[src/rtl/square_collision_detect_if.sv]
// VGA stream bundle shared by the draw and read stages of the video pipeline.
// One instance per hop; "in" is the consumer view, "out" the producer view.
interface vga_if;
    logic [11:0] vcount;
    logic        vsync;
    logic        vblnk;
    logic [11:0] hcount;
    logic        hsync;
    logic        hblnk;
    logic [11:0] rgb;

    modport in (
        input vcount, vsync, vblnk, hcount, hsync, hblnk, rgb
    );

    modport out (
        output vcount, vsync, vblnk, hcount, hsync, hblnk, rgb
    );
endinterface

[src/rtl/square_collision_detect.sv]
// Counts TARGET_COLOR pixels inside a square window once per frame and
// forwards the VGA stream unchanged with a single register stage.
module square_collision_detect #(
    parameter int          WIDTH         = 8,
    parameter int          HEIGHT        = 8,
    parameter logic [11:0] TARGET_COLOR  = 12'h0_f_0,
    parameter int          HIT_THRESHOLD = 1
) (
    input  logic        clk,
    input  logic        rst,
    input  logic [11:0] xpos_square,
    input  logic [11:0] ypos_square,
    vga_if.in           vga_in,
    vga_if.out          vga_out,
    output logic        hit,
    output logic [15:0] hit_count,
    output logic        frame_done
);

    localparam logic [1:0]  WAIT_FRAME = 2'd0;
    localparam logic [1:0]  SCAN       = 2'd1;
    localparam logic [1:0]  REPORT     = 2'd2;
    localparam logic [12:0] W13        = 13'(WIDTH);
    localparam logic [12:0] H13        = 13'(HEIGHT);
    localparam logic [15:0] THR        = 16'(HIT_THRESHOLD);

    logic [39:0] stream_q, stream_d;
    logic [1:0]  state_q, state_d;
    logic [15:0] count_q, count_d;
    logic [11:0] x_lat_q, x_lat_d;
    logic [11:0] y_lat_q, y_lat_d;
    logic        prev_vblnk_q, prev_vblnk_d;
    logic        hit_q, hit_d;
    logic [15:0] hit_count_q, hit_count_d;
    logic        frame_done_q, frame_done_d;

    logic        frame_start, frame_end;
    logic        scan_now, pix_ok;
    logic [11:0] x_win, y_win;
    logic [12:0] x_hi, y_hi;
    logic [15:0] count_base;

    always_comb begin
        stream_d = {vga_in.vcount, vga_in.vsync, vga_in.vblnk,
                    vga_in.hcount, vga_in.hsync, vga_in.hblnk,
                    vga_in.rgb};
    end

    assign vga_out.vcount = stream_q[39:28];
    assign vga_out.vsync  = stream_q[27];
    assign vga_out.vblnk  = stream_q[26];
    assign vga_out.hcount = stream_q[25:14];
    assign vga_out.hsync  = stream_q[13];
    assign vga_out.hblnk  = stream_q[12];
    assign vga_out.rgb    = stream_q[11:0];

    assign frame_start = prev_vblnk_q & ~vga_in.vblnk;
    assign frame_end   = ~prev_vblnk_q & vga_in.vblnk;
    assign scan_now    = (state_q == SCAN) ||
                         (state_q == WAIT_FRAME && frame_start);

    // The start-of-frame pixel is judged against the freshly latched window.
    always_comb begin
        x_win = x_lat_q;
        y_win = y_lat_q;
        if (state_q == WAIT_FRAME && frame_start) begin
            x_win = xpos_square;
            y_win = ypos_square;
        end
        // 13-bit bounds let a window past 4095 clip instead of wrapping.
        x_hi   = {1'b0, x_win} + W13;
        y_hi   = {1'b0, y_win} + H13;
        pix_ok = !vga_in.hblnk && !vga_in.vblnk &&
                 (vga_in.hcount >= x_win) &&
                 ({1'b0, vga_in.hcount} <= x_hi) &&
                 (vga_in.vcount >= y_win) &&
                 ({1'b0, vga_in.vcount} <= y_hi) &&
                 (vga_in.rgb == TARGET_COLOR);
        count_base = (state_q == SCAN) ? count_q : 16'd0;
    end

    always_comb begin
        state_d      = state_q;
        count_d      = count_q;
        x_lat_d      = x_lat_q;
        y_lat_d      = y_lat_q;
        prev_vblnk_d = vga_in.vblnk;
        hit_d        = hit_q;
        hit_count_d  = hit_count_q;
        frame_done_d = 1'b0;
        unique case (state_q)
            WAIT_FRAME: begin
                count_d = 16'd0;
                if (frame_start) begin
                    x_lat_d = xpos_square;
                    y_lat_d = ypos_square;
                    state_d = SCAN;
                end
            end
            SCAN: begin
                if (frame_end) state_d = REPORT;
            end
            REPORT: begin
                hit_count_d  = count_q;
                hit_d        = (count_q >= THR);
                frame_done_d = 1'b1;
                state_d      = WAIT_FRAME;
            end
            default: state_d = WAIT_FRAME;
        endcase
        if (scan_now && pix_ok && count_base != 16'hFFFF)
            count_d = count_base + 16'd1;
    end

    always_ff @(posedge clk) begin
        if (rst) begin
            stream_q     <= '0;
            state_q      <= WAIT_FRAME;
            count_q      <= '0;
            x_lat_q      <= '0;
            y_lat_q      <= '0;
            prev_vblnk_q <= 1'b0;
            hit_q        <= 1'b0;
            hit_count_q  <= '0;
            frame_done_q <= 1'b0;
        end else begin
            stream_q     <= stream_d;
            state_q      <= state_d;
            count_q      <= count_d;
            x_lat_q      <= x_lat_d;
            y_lat_q      <= y_lat_d;
            prev_vblnk_q <= prev_vblnk_d;
            hit_q        <= hit_d;
            hit_count_q  <= hit_count_d;
            frame_done_q <= frame_done_d;
        end
    end

    assign hit        = hit_q;
    assign hit_count  = hit_count_q;
    assign frame_done = frame_done_q;

endmodule
[src/flat_wrapper.sv]
// flat-port wrapper written by rule: the top's interface ports become plain ports
module square_collision_detect_flat 
#(
    parameter int          WIDTH         = 8,
    parameter int          HEIGHT        = 8,
    parameter logic [11:0] TARGET_COLOR  = 12'h0_f_0,
    parameter int          HIT_THRESHOLD = 1
)
  (clk, rst, xpos_square, ypos_square, hit, hit_count, frame_done, vga_in_vcount, vga_in_vsync, vga_in_vblnk, vga_in_hcount, vga_in_hsync, vga_in_hblnk, vga_in_rgb, vga_out_vcount, vga_out_vsync, vga_out_vblnk, vga_out_hcount, vga_out_hsync, vga_out_hblnk, vga_out_rgb);
  vga_if vga_in_i ();
  vga_if vga_out_i ();
  input  logic clk;
  input  logic rst;
  input  logic [11:0] xpos_square;
  input  logic [11:0] ypos_square;
  output logic hit;
  output logic [15:0] hit_count;
  output logic frame_done;
  input wire logic [$bits(vga_in_i.vcount)-1:0] vga_in_vcount;
  input wire logic [$bits(vga_in_i.vsync)-1:0] vga_in_vsync;
  input wire logic [$bits(vga_in_i.vblnk)-1:0] vga_in_vblnk;
  input wire logic [$bits(vga_in_i.hcount)-1:0] vga_in_hcount;
  input wire logic [$bits(vga_in_i.hsync)-1:0] vga_in_hsync;
  input wire logic [$bits(vga_in_i.hblnk)-1:0] vga_in_hblnk;
  input wire logic [$bits(vga_in_i.rgb)-1:0] vga_in_rgb;
  output wire logic [$bits(vga_out_i.vcount)-1:0] vga_out_vcount;
  output wire logic [$bits(vga_out_i.vsync)-1:0] vga_out_vsync;
  output wire logic [$bits(vga_out_i.vblnk)-1:0] vga_out_vblnk;
  output wire logic [$bits(vga_out_i.hcount)-1:0] vga_out_hcount;
  output wire logic [$bits(vga_out_i.hsync)-1:0] vga_out_hsync;
  output wire logic [$bits(vga_out_i.hblnk)-1:0] vga_out_hblnk;
  output wire logic [$bits(vga_out_i.rgb)-1:0] vga_out_rgb;
  assign vga_in_i.vcount = vga_in_vcount;
  assign vga_in_i.vsync = vga_in_vsync;
  assign vga_in_i.vblnk = vga_in_vblnk;
  assign vga_in_i.hcount = vga_in_hcount;
  assign vga_in_i.hsync = vga_in_hsync;
  assign vga_in_i.hblnk = vga_in_hblnk;
  assign vga_in_i.rgb = vga_in_rgb;
  assign vga_out_vcount = vga_out_i.vcount;
  assign vga_out_vsync = vga_out_i.vsync;
  assign vga_out_vblnk = vga_out_i.vblnk;
  assign vga_out_hcount = vga_out_i.hcount;
  assign vga_out_hsync = vga_out_i.hsync;
  assign vga_out_hblnk = vga_out_i.hblnk;
  assign vga_out_rgb = vga_out_i.rgb;
  square_collision_detect #(.WIDTH(WIDTH), .HEIGHT(HEIGHT), .TARGET_COLOR(TARGET_COLOR), .HIT_THRESHOLD(HIT_THRESHOLD)) u_core (.clk(clk), .rst(rst), .xpos_square(xpos_square), .ypos_square(ypos_square), .vga_in(vga_in_i), .vga_out(vga_out_i), .hit(hit), .hit_count(hit_count), .frame_done(frame_done));
endmodule
[config.mk]
export PLATFORM = sky130hd
export DESIGN_NAME = square_collision_detect_flat
export DESIGN_NICKNAME = d
export VERILOG_FILES = /design/src/rtl/square_collision_detect_if.sv /design/src/rtl/square_collision_detect.sv /design/src/flat_wrapper.sv
export SDC_FILE = /design/constraint.sdc
export NUM_CORES = 1
export LEC_CHECK = 0
export CAP_MARGIN = 10
export CORE_UTILIZATION = 54
export DETAILED_ROUTE_END_ITERATION = 10
export HOLD_SLACK_MARGIN = 0.08
export PLACE_DENSITY = 0.86
export SKIP_LAST_GASP = 1
export SLEW_MARGIN = 20
export SYNTH_ARGS = -nofsm -noshare
export SYNTH_HDL_FRONTEND = slang
export SYNTH_SLANG_ARGS = --single-unit
[constraint.sdc]
create_clock -name clk -period 12.1 [get_ports clk]
set_clock_uncertainty 0.1 [all_clocks]
set_input_delay 1.21 -clock clk [delete_from_list [all_inputs] [get_ports clk]]
set_output_delay 1.21 -clock clk [all_outputs]
set_load 0.01 [all_outputs]
Word-level counts from Yosys, hierarchy flattened
Cells that the tools add are included.

Register bits: 101. Input bits: 66. Output and inout bits: 58. Word-level logic and storage cells: 52.

Add/sub/neg operators: 3. Order comparisons: 5. Eq/ne operators: 6. Multiplexer cells: 9. Bitwise gates (word level): 4. Reductions and logical operators: 16.

Operators by type and width (count): $mux 16 (3); $add 12x4->13 const B (2); $le 12x13->1 (2); $ge 12x12->1 (2); $mux 12 (2); $add 16x1->16 const B (1); $ge 16x1->1 const B (1); $ne 16x16->1 const B (1); $eq 12x8->1 const B (1); $logic_and 1x1->1 (9); $mux 2 (2); $ne 2x1->1 const B (2); $pmux 2 s2 (1); $reduce_and 2->1 (2); $and 1x1->1 (2); $eq 2x1->1 const B (1); $eq 2x2->1 const B (1); $logic_not 1->1 (2); $logic_not 2->1 (1); $not 1->1 (2); $reduce_bool 2->1 (1); $logic_or 1x1->1 (1); $mux 1 (1).

Logic depth before layout (Yosys ltp)
Gate-level depths: netlist (run 1).

Word-level depth: 13. Mapped depth: 22. Gate-level depth less buffers: 17.

Least setup slack after synthesis (run 1)
Ideal clock, no wire load.

Path kind: in2reg. From: input vga_in_vblnk. To: register u_core.count_q[15]. Setup time: 74 ps. Data arrival time: 5791 ps. Required time: 11926 ps. Slack: 6135 ps. Stages: 21. Buffers on the path: 4. Cell sequence: or4b_4 buf_6 clkbuf_1 buf_1 mux2i_1 inv_1 ha_1 nand2_1 or3_1 nor3_1 xor2_1 ha_1 nand4b_1 or3_1 o21ai_0 a211o_1 nand2_1 or4b_1 buf_2 or4_1 a31oi_1.

Word-level cells in the longest chain between the ends: 13. Elaborated cells between the ends (all ways): 23. Those cells by class: 2 x add/sub; 4 x order compare; 3 x mux; 2 x bitwise; 12 x reduce/logical.

RTL lines: from (decl) (line flat_wrapper.sv:21) `input wire logic [$bits(vga_in_i.vblnk)-1:0] vga_in_vblnk;`; $not 1->1 (line square_collision_detect.sv:57) `assign frame_start = prev_vblnk_q & ~vga_in.vblnk;`; $and 1x1->1 (line square_collision_detect.sv:57); $logic_and 1x1->1 (line square_collision_detect.sv:60, square_collision_detect.sv:66); $mux 12 (line square_collision_detect.sv:66) `if (state_q == WAIT_FRAME && frame_start) begin`; $add 12x4->13 / $ge 12x12->1 (equally long branches) (line square_collision_detect.sv:71, square_collision_detect.sv:74); $le 12x13->1 / $logic_and 1x1->1 (equally long branches) (line square_collision_detect.sv:75, square_collision_detect.sv:73); $logic_and 1x1->1 (line square_collision_detect.sv:74) `(vga_in.hcount >= x_win) &&`; $logic_and 1x1->1 (line square_collision_detect.sv:75) `({1'b0, vga_in.hcount} <= x_hi) &&`; $logic_and 1x1->1 (line square_collision_detect.sv:76) `(vga_in.vcount >= y_win) &&`; $logic_and 1x1->1 (line square_collision_detect.sv:77) `({1'b0, vga_in.vcount} <= y_hi) &&`; $logic_and 1x1->1 * (2 in series) (line square_collision_detect.sv:111) `if (scan_now && pix_ok && count_base != 16'hFFFF)`; $mux 16 / $reduce_bool 2->1 (equally long branches); to (signal assigned) (line square_collision_detect.sv:129) `count_q <= count_d;`; to (decl) (line square_collision_detect.sv:29) `logic [15:0] count_q, count_d;`.

Mark *: on every way between the ends. The rest lies on a longest branch, timed or not. A chain may end at the register's enable or synchronous reset.

Worst setup path in the final report (run 1)
Ends and elaborated chain as after synthesis.

==> flow_summary.json, run 1 <==
{
  "p_int_mw": 0.4948,
  "ys.warnings.count": 0,
  "grt_pass1_vias": 4552,
  "grt_pass1_wl_mm": 21.94,
  "antennaDiodeCount": 0,
  "power_switching_mw": 0.1800,
  "clock_path_buffers": 2,
  "die-height_um": 99.31,
  "worstMarginPinSlew_ns": 1.151,
  "clock_power_share": 0.323,
  "hp-class": "reg -> reg",
  "track_usage": 0.2801,
  "synthCells": 583,
  "r2r_start": "u_core.state_q[0]",
  "netlist_area_um2": 5114,
  "critPathKind": "in -> reg",
  "worstPathCellList": "clkdlybuf4s50_1 > or4b_4 > mux2i_1 > inv_1 > ha_1 > nand2_1 > or3_1 > nor3_1 > xor2_1 > ha_1 > nand4b_1 > or3_1 > o21ai_0 > a211o_1 > nand2_1 > or4b_1 > or4_1 > a31oi_1",
  "numCtsBuffers": 9,
  "grtUsageMet3": 0.04638,
  "post_cts_resized": 0,
  "cp_slowest_stage_delay_ns": 0.79,
  "period_share": 0.5101,
  "grt_max_degree": 104,
  "maxCapViolCount": 0,
  "dieArea_um2": 9862,
  "crit_path_top_delay_cell": "or4b_4",
  "port_buffers": 123,
  "place.detailed.hpwl_mm": 9.968,
  "synth_seq_cells": 100,
  "areaGrowthSynthToFinish_pct": 28.63,
  "yosysMostFrequentCell": "dfxtp_1",
  "post-synth-top-area-fraction": 0.3915,
  "final_net_count": 800,
  "tns_ns": 0,
  "clk_pin_slew_worst_paths_ns": 0.10,
  "htreeDepth": 3,
  "power.total_mw": 0.6748,
  "drive_gt1_frac": 0.03736,
  "gr-usage-met1": 0.3433,
  "avgViaCountPerCell": 5.985,
  "synthTopCellsByCount": "dfxtp_1, nand2_1, nor2_1",
  "synth.distinct_cells": 56,
  "drv_slew": 0,
  "p_leak_nw": 2.547,
  "drc": 0,
  "crit_required_ns": 12.29,
  "wl_mm": 13.44,
  "power.share.switching": 0.2667,
  "pwr-share-comb": 0.168,
  "rsz0062_at_grt": "no",
  "gp_congestion": 0.9561,
  "relSlewSlack": 0.2266,
  "ys_seq_area_frac": 0.3915,
  "antenna_found_initial": 0,
  "cp-startpoint": "vga_in_vblnk",
  "period_minus_slack_ns": 6.172,
  "grt_busiest_layer": "met2",
  "met2_usage": 0.4818,
  "vias": 4830,
  "boundaryPins": 124,
  "power_frac_seq": 0.509,
  "dr.pass1.iters": 5,
  "post-cts-setup-buffers": 0,
  "fin_hold_ws_ns": 0.3584,
  "async_reset_ff_frac": 0,
  "clk_latency_ns": 0.36,
  "synth_ff_type": "dfxtp_1",
  "drt_iter0_markers": 397,
  "fmax_mhz": 162.0,
  "synth_edf_count": 0,
  "path_max_fanout": 35,
  "ir_drop_v": 0.00006635,
  "setup_viol": 0,
  "syn-num-nets": 692,
  "die_w_um": 99.31,
  "postRouteAntennaNets": 0,
  "worstHoldStart": "u_core.hit_count[14]",
  "post-place-ws_ns": 5.627,
  "worstPathArrival_ns": 6.36,
  "final_cell_area_um2": 6578,
  "root_buffer": "clkbuf_8",
  "tritoncts": "done",
  "cts_hold_buf": 0,
  "end_kind": "flop",
  "place_area_um2": 6379,
  "overflow": 0,
  "powerDensity_nw_per_um2": 102.6,
  "wl_per_cell_um": 16.65,
  "initial_core_util": 0.5561,
  "finalHoldViolations": 0,
  "rows": 35,
  "status": "complete, no violations",
  "clkSinkCount": 100,
  "syn_avg_cell_area_um2": 8.771,
  "synth_area_leaders": "dfxtp_1, ha_1, nand2_1, nor2b_1, mux2i_1",
  "synth_top_area_cell": "dfxtp_1",
  "core-area_um2": 9196,
  "fin_ws_ns": 5.928,
  "cp-start-kind": "input port"
}
-- layout make-up --
cell class                      instances  area (um^2)
Timing Repair Buffer                  125         1241
Multi-Input combinational cell        442         2948
Sequential cell                       100         2002
Inverter                               13        48.80
Clock buffer                           10        127.6
Clock inverter                          6        71.32
Tap cell                              111        138.9
Fill cell                             737         2619
-- power by group through the flow --
stage / Sequential, mW / Clock (mW) / Combinational [mW]
after floorplan: 0.353 / 0 / 0.0545
after global placement: 0.351 / 0 / 0.109
after detailed placement: 0.351 / 0 / 0.112
after CTS: 0.343 / 0.221 / 0.113
after global routing: 0.345 / 0.238 / 0.125
final: 0.344 / 0.218 / 0.113
-- kinds of logic (layout without fill, tap and decap cells) --
kind of cell | count (synthesis) | after routing | synth area share
compound gates | 100 | 100 | 0.1312
xor+xnor | 14 | 14 | 0.02398
fa+ha+maj | 44 | 44 | 0.1072
buf+inv | 41 | 154 | 0.03328
flops | 100 | 100 | 0.3915
mux | 24 | 24 | 0.04796
simple gates | 260 | 260 | 0.2650
-- placed cells by master (no fill, tap or decap), types with 5 or more instances in the layout --
cell type	synthesis	final
a21oi_1	32	32
and3_1	8	8
nand4_1	15	15
nor4_1	14	14
nand2_1	70	70
or4_1	6	6
dfxtp_1	100	100
nor2_1	45	45
ha_1	43	43
inv_1	13	13
clkbuf_8	0	9
a211oi_1	8	8
nor3_1	11	11
nand2b_1	6	6
o21ai_0	14	14
clkdlybuf4s50_1	0	122
a21o_1	6	6
mux2i_1	23	23
a31oi_1	5	5
xnor2_1	8	8
xor2_1	6	6
nor2b_1	38	38
nand3_1	21	21
-- registers in the layout (all words and copies together), names as in the netlist --
signal and cells:
u_core.frame_done 1, u_core.count_q 16, u_core.hit_count 16, u_core.stream_q 40
u_core.hit 1, u_core.state_q 2, u_core.x_lat_q 12, u_core.y_lat_q 12
-- routing by layer --
| layer | part of all wire | routed length, um |
|---|---|---|
| met2 | 0.48 | 6475 |
| met4 | 0.028 | 374 |
| met5 | 0 | 0 |
| met3 | 0.071 | 959 |
| met1 | 0.42 | 5625 |
-- worst max-delay path: cells and delay by family --
family	cells	cell delay, ns
mux	1	0.24
xor+xnor	1	0.11
buf+inv	2	0.62
simple gates	9	3.27
fa+ha+maj	2	0.49
compound gates	3	0.41
-- through the flow --
step | util | instances
after floorplan | - | 583
final | 0.7152 | 807
after global placement | 0.6936 | 791
after global routing | 0.7152 | 807
after CTS | 0.7152 | 807
after detailed placement | 0.6936 | 791
-- path summary, 6_finish.rpt --
kind,end,slack [ns],depth (start not counted)
worst max register to register,u_core.count_q[15],6.61,17
worst min register to register,u_core.hit_count[14],0.36,2
worst min-delay path,u_core.hit_count[14],0.36,2
worst max-delay path,u_core.count_q[15],5.93,18
No activity file was read; power rests on OpenSTA's default activity.
==> run 2: changes to the inputs <==
--- a/config.mk
+++ b/config.mk
@@ -6,10 +6,10 @@
 export NUM_CORES = 1
 export LEC_CHECK = 0
 export CAP_MARGIN = 10
-export CORE_UTILIZATION = 54
+export CORE_UTILIZATION = 45
 export DETAILED_ROUTE_END_ITERATION = 10
 export HOLD_SLACK_MARGIN = 0.08
-export PLACE_DENSITY = 0.86
+export PLACE_DENSITY = 0.77
 export SKIP_LAST_GASP = 1
 export SLEW_MARGIN = 20
 export SYNTH_ARGS = -nofsm -noshare
==> constraint.sdc (replaced) <==
create_clock -name clk -period 5.5 [get_ports clk]
set_clock_uncertainty 0.1 [all_clocks]
set_input_delay 0.55 -clock clk [delete_from_list [all_inputs] [get_ports clk]]
set_output_delay 0.55 -clock clk [all_outputs]
set_load 0.01 [all_outputs]
==> run 2 against run 1 <==
Via count shrank 0.60%; worst setup slack got worse by 5.5 ns; first-iteration DRC count fell by 16%; count of clock-buffer cells in the layout grew 1; sequential power is 120% higher; largest cell class unchanged.
==> flow_summary.json, run 2 (synthesis results as in run 1) <==
{
  "tns_ns": 0,
  "port_buffers": 123,
  "clk_pin_slew_worst_paths_ns": 0.07,
  "gp_congestion": 0.8709,
  "drive_gt1_frac": 0.04965,
  "fin_hold_ws_ns": 0.3538,
  "powerDensity_nw_per_um2": 236.4,
  "numCtsBuffers": 9,
  "hold_depth": 2,
  "grt_pass1_wl_mm": 22.92,
  "worstPathArrival_ns": 5.21,
  "mostFrequentLayoutCells": "clkdlybuf4s50_1, dfxtp_1, nand2_1",
  "status": "complete, no violations",
  "largest_register": "u_core.stream_q",
  "wl_per_cell_um": 16.44,
  "end_kind": "flop",
  "path_max_fanout": 7,
  "avgViaCountPerCell": 5.682,
  "tritoncts": "done",
  "dr.pass1.iters": 7,
  "antenna_found_initial": 0,
  "critPathKind": "in -> reg",
  "finish.utilization": 0.6183,
  "maxCapViolCount": 0,
  "hold_end": "u_core.hit_count[12]",
  "die_w_um": 108.6,
  "clock_path_buffers": 2,
  "finalHoldViolations": 0,
  "track_usage": 0.2476,
  "vias": 4801,
  "boundaryPins": 124,
  "wl_mm": 13.90,
  "grt_max_degree": 104,
  "drc": 0,
  "areaGrowthSynthToFinish_pct": 32.22,
  "period_minus_slack_ns": 5.048,
  "clk_latency_ns": 0.34,
  "die-height_um": 108.6,
  "htreeDepth": 3,
  "period_share": 0.9177,
  "initial_core_util": 0.4676,
  "cp-start-kind": "input port",
  "overflow": 0,
  "final_net_count": 810,
  "clkSinkCount": 100,
  "crit_required_ns": 5.66,
  "root_buffer": "clkbuf_16",
  "r2r_start": "u_core.stream_q[26]",
  "rsz0062_at_grt": "no",
  "antennaDiodeCount": 0,
  "cts_hold_buf": 0,
  "postRouteAntennaNets": 0,
  "r2r-end": "u_core.count_q[15]",
  "worstMarginPinSlew_ns": 1.029,
  "core-area_um2": 10940,
  "rows": 38,
  "drv_slew": 0,
  "relSlewSlack": 0.3143,
  "setup_viol": 0,
  "r2r_slack_ns": 0.71,
  "place.detailed.hpwl_mm": 10.33,
  "largest_register_ffs": 40,
  "drt_iter0_markers": 335,
  "final_common_cell": "clkdlybuf4s50_1",
  "post-cts-setup-buffers": 0,
  "p_leak_nw": 2.629,
  "dieArea_um2": 11790,
  "fmax_mhz": 198.1,
  "ir_drop_v": 0.0001700,
  "hp-class": "reg -> reg",
  "worstHoldStart": "u_core.hit_count[12]",
  "ff2ff_path_depth": 17,
  "grt_pass1_vias": 4793,
  "post_cts_resized": 0
}
[run 2: cell types whose count changed in the layout (fill, tap and decap cells not counted), sizes merged]
cell	previous run	this run
clkinv	2	3
inv	15	13
clkbuf	10	11
buf	3	13
bufinv	1	0
[run 2: per-layer routing]
metal / up-vias / track usage / part of all wire
met1: 2247 / 0.2972 / 0.43
li1: 2340 / - / -
met2: 180 / 0.4344 / 0.49
met4: 0 / 0.1100 / 0.027
met5: - / 0 / 0
met3: 34 / 0.03737 / 0.058
[run 2: where the power goes]
part,internal [mW],switching (mW)
registers,0.746,0.00767
clock network,0.316,0.270
logic,0.131,0.127
total,1.19,0.405
[run 2: cell type report]
type	instances	area, um^2
fill	961	4174
timing repair buffer	135	1319
tap	140	175.2
inverter	13	48.80
sequential	100	2002
clock inverter	4	26.28
clock buffer	11	242.7
multi-input combinational	442	2948
[run 2: worst max-delay path by stage]
stage	start	end	slack [ns]	cells after the start
after detailed placement	vga_in_vblnk	u_core.count_q[15]	0.17	18
after floorplan	vga_in_vblnk	u_core.count_q[15]	0.20	21
after global placement	vga_in_vblnk	u_core.count_q[15]	0.27	18
after global routing	vga_in_vblnk	u_core.count_q[15]	0.13	18
final	vga_in_vblnk	u_core.count_q[15]	0.45	18
after CTS	vga_in_vblnk	u_core.count_q[15]	0.49	18
[run 2: stage by stage]
stage | power, mW | worst slack, ns | cell area [um^2] | cells
5_1_grt | 1.664 | 0.1318 | 6761 | 845
3_3_place_gp | 1.018 | 0.2693 | 6492 | 830
3_5_place_dp | 1.025 | 0.1727 | 6492 | 830
4_1_cts | 1.606 | 0.4908 | 6761 | 845
2_1_floorplan | 0.8972 | 0.1950 | 5114 | 583
6_report | 1.598 | 0.4524 | 6761 | 845
[run 2: critical path, stage by stage]
cell	delay, ns
clkdlybuf4s50_1	0.42
or4b_4	0.54
mux2i_1	0.16
inv_1	0.09
ha_1	0.18
nand2_1	0.08
or3_1	0.41
nor3_1	0.25
xor2_1	0.10
ha_1	0.31
nand4b_1	0.11
or3_1	0.31
o21ai_0	0.12
a211o_1	0.13
nand2_1	0.06
or4b_1	0.66
or4_1	0.55
a31oi_1	0.16
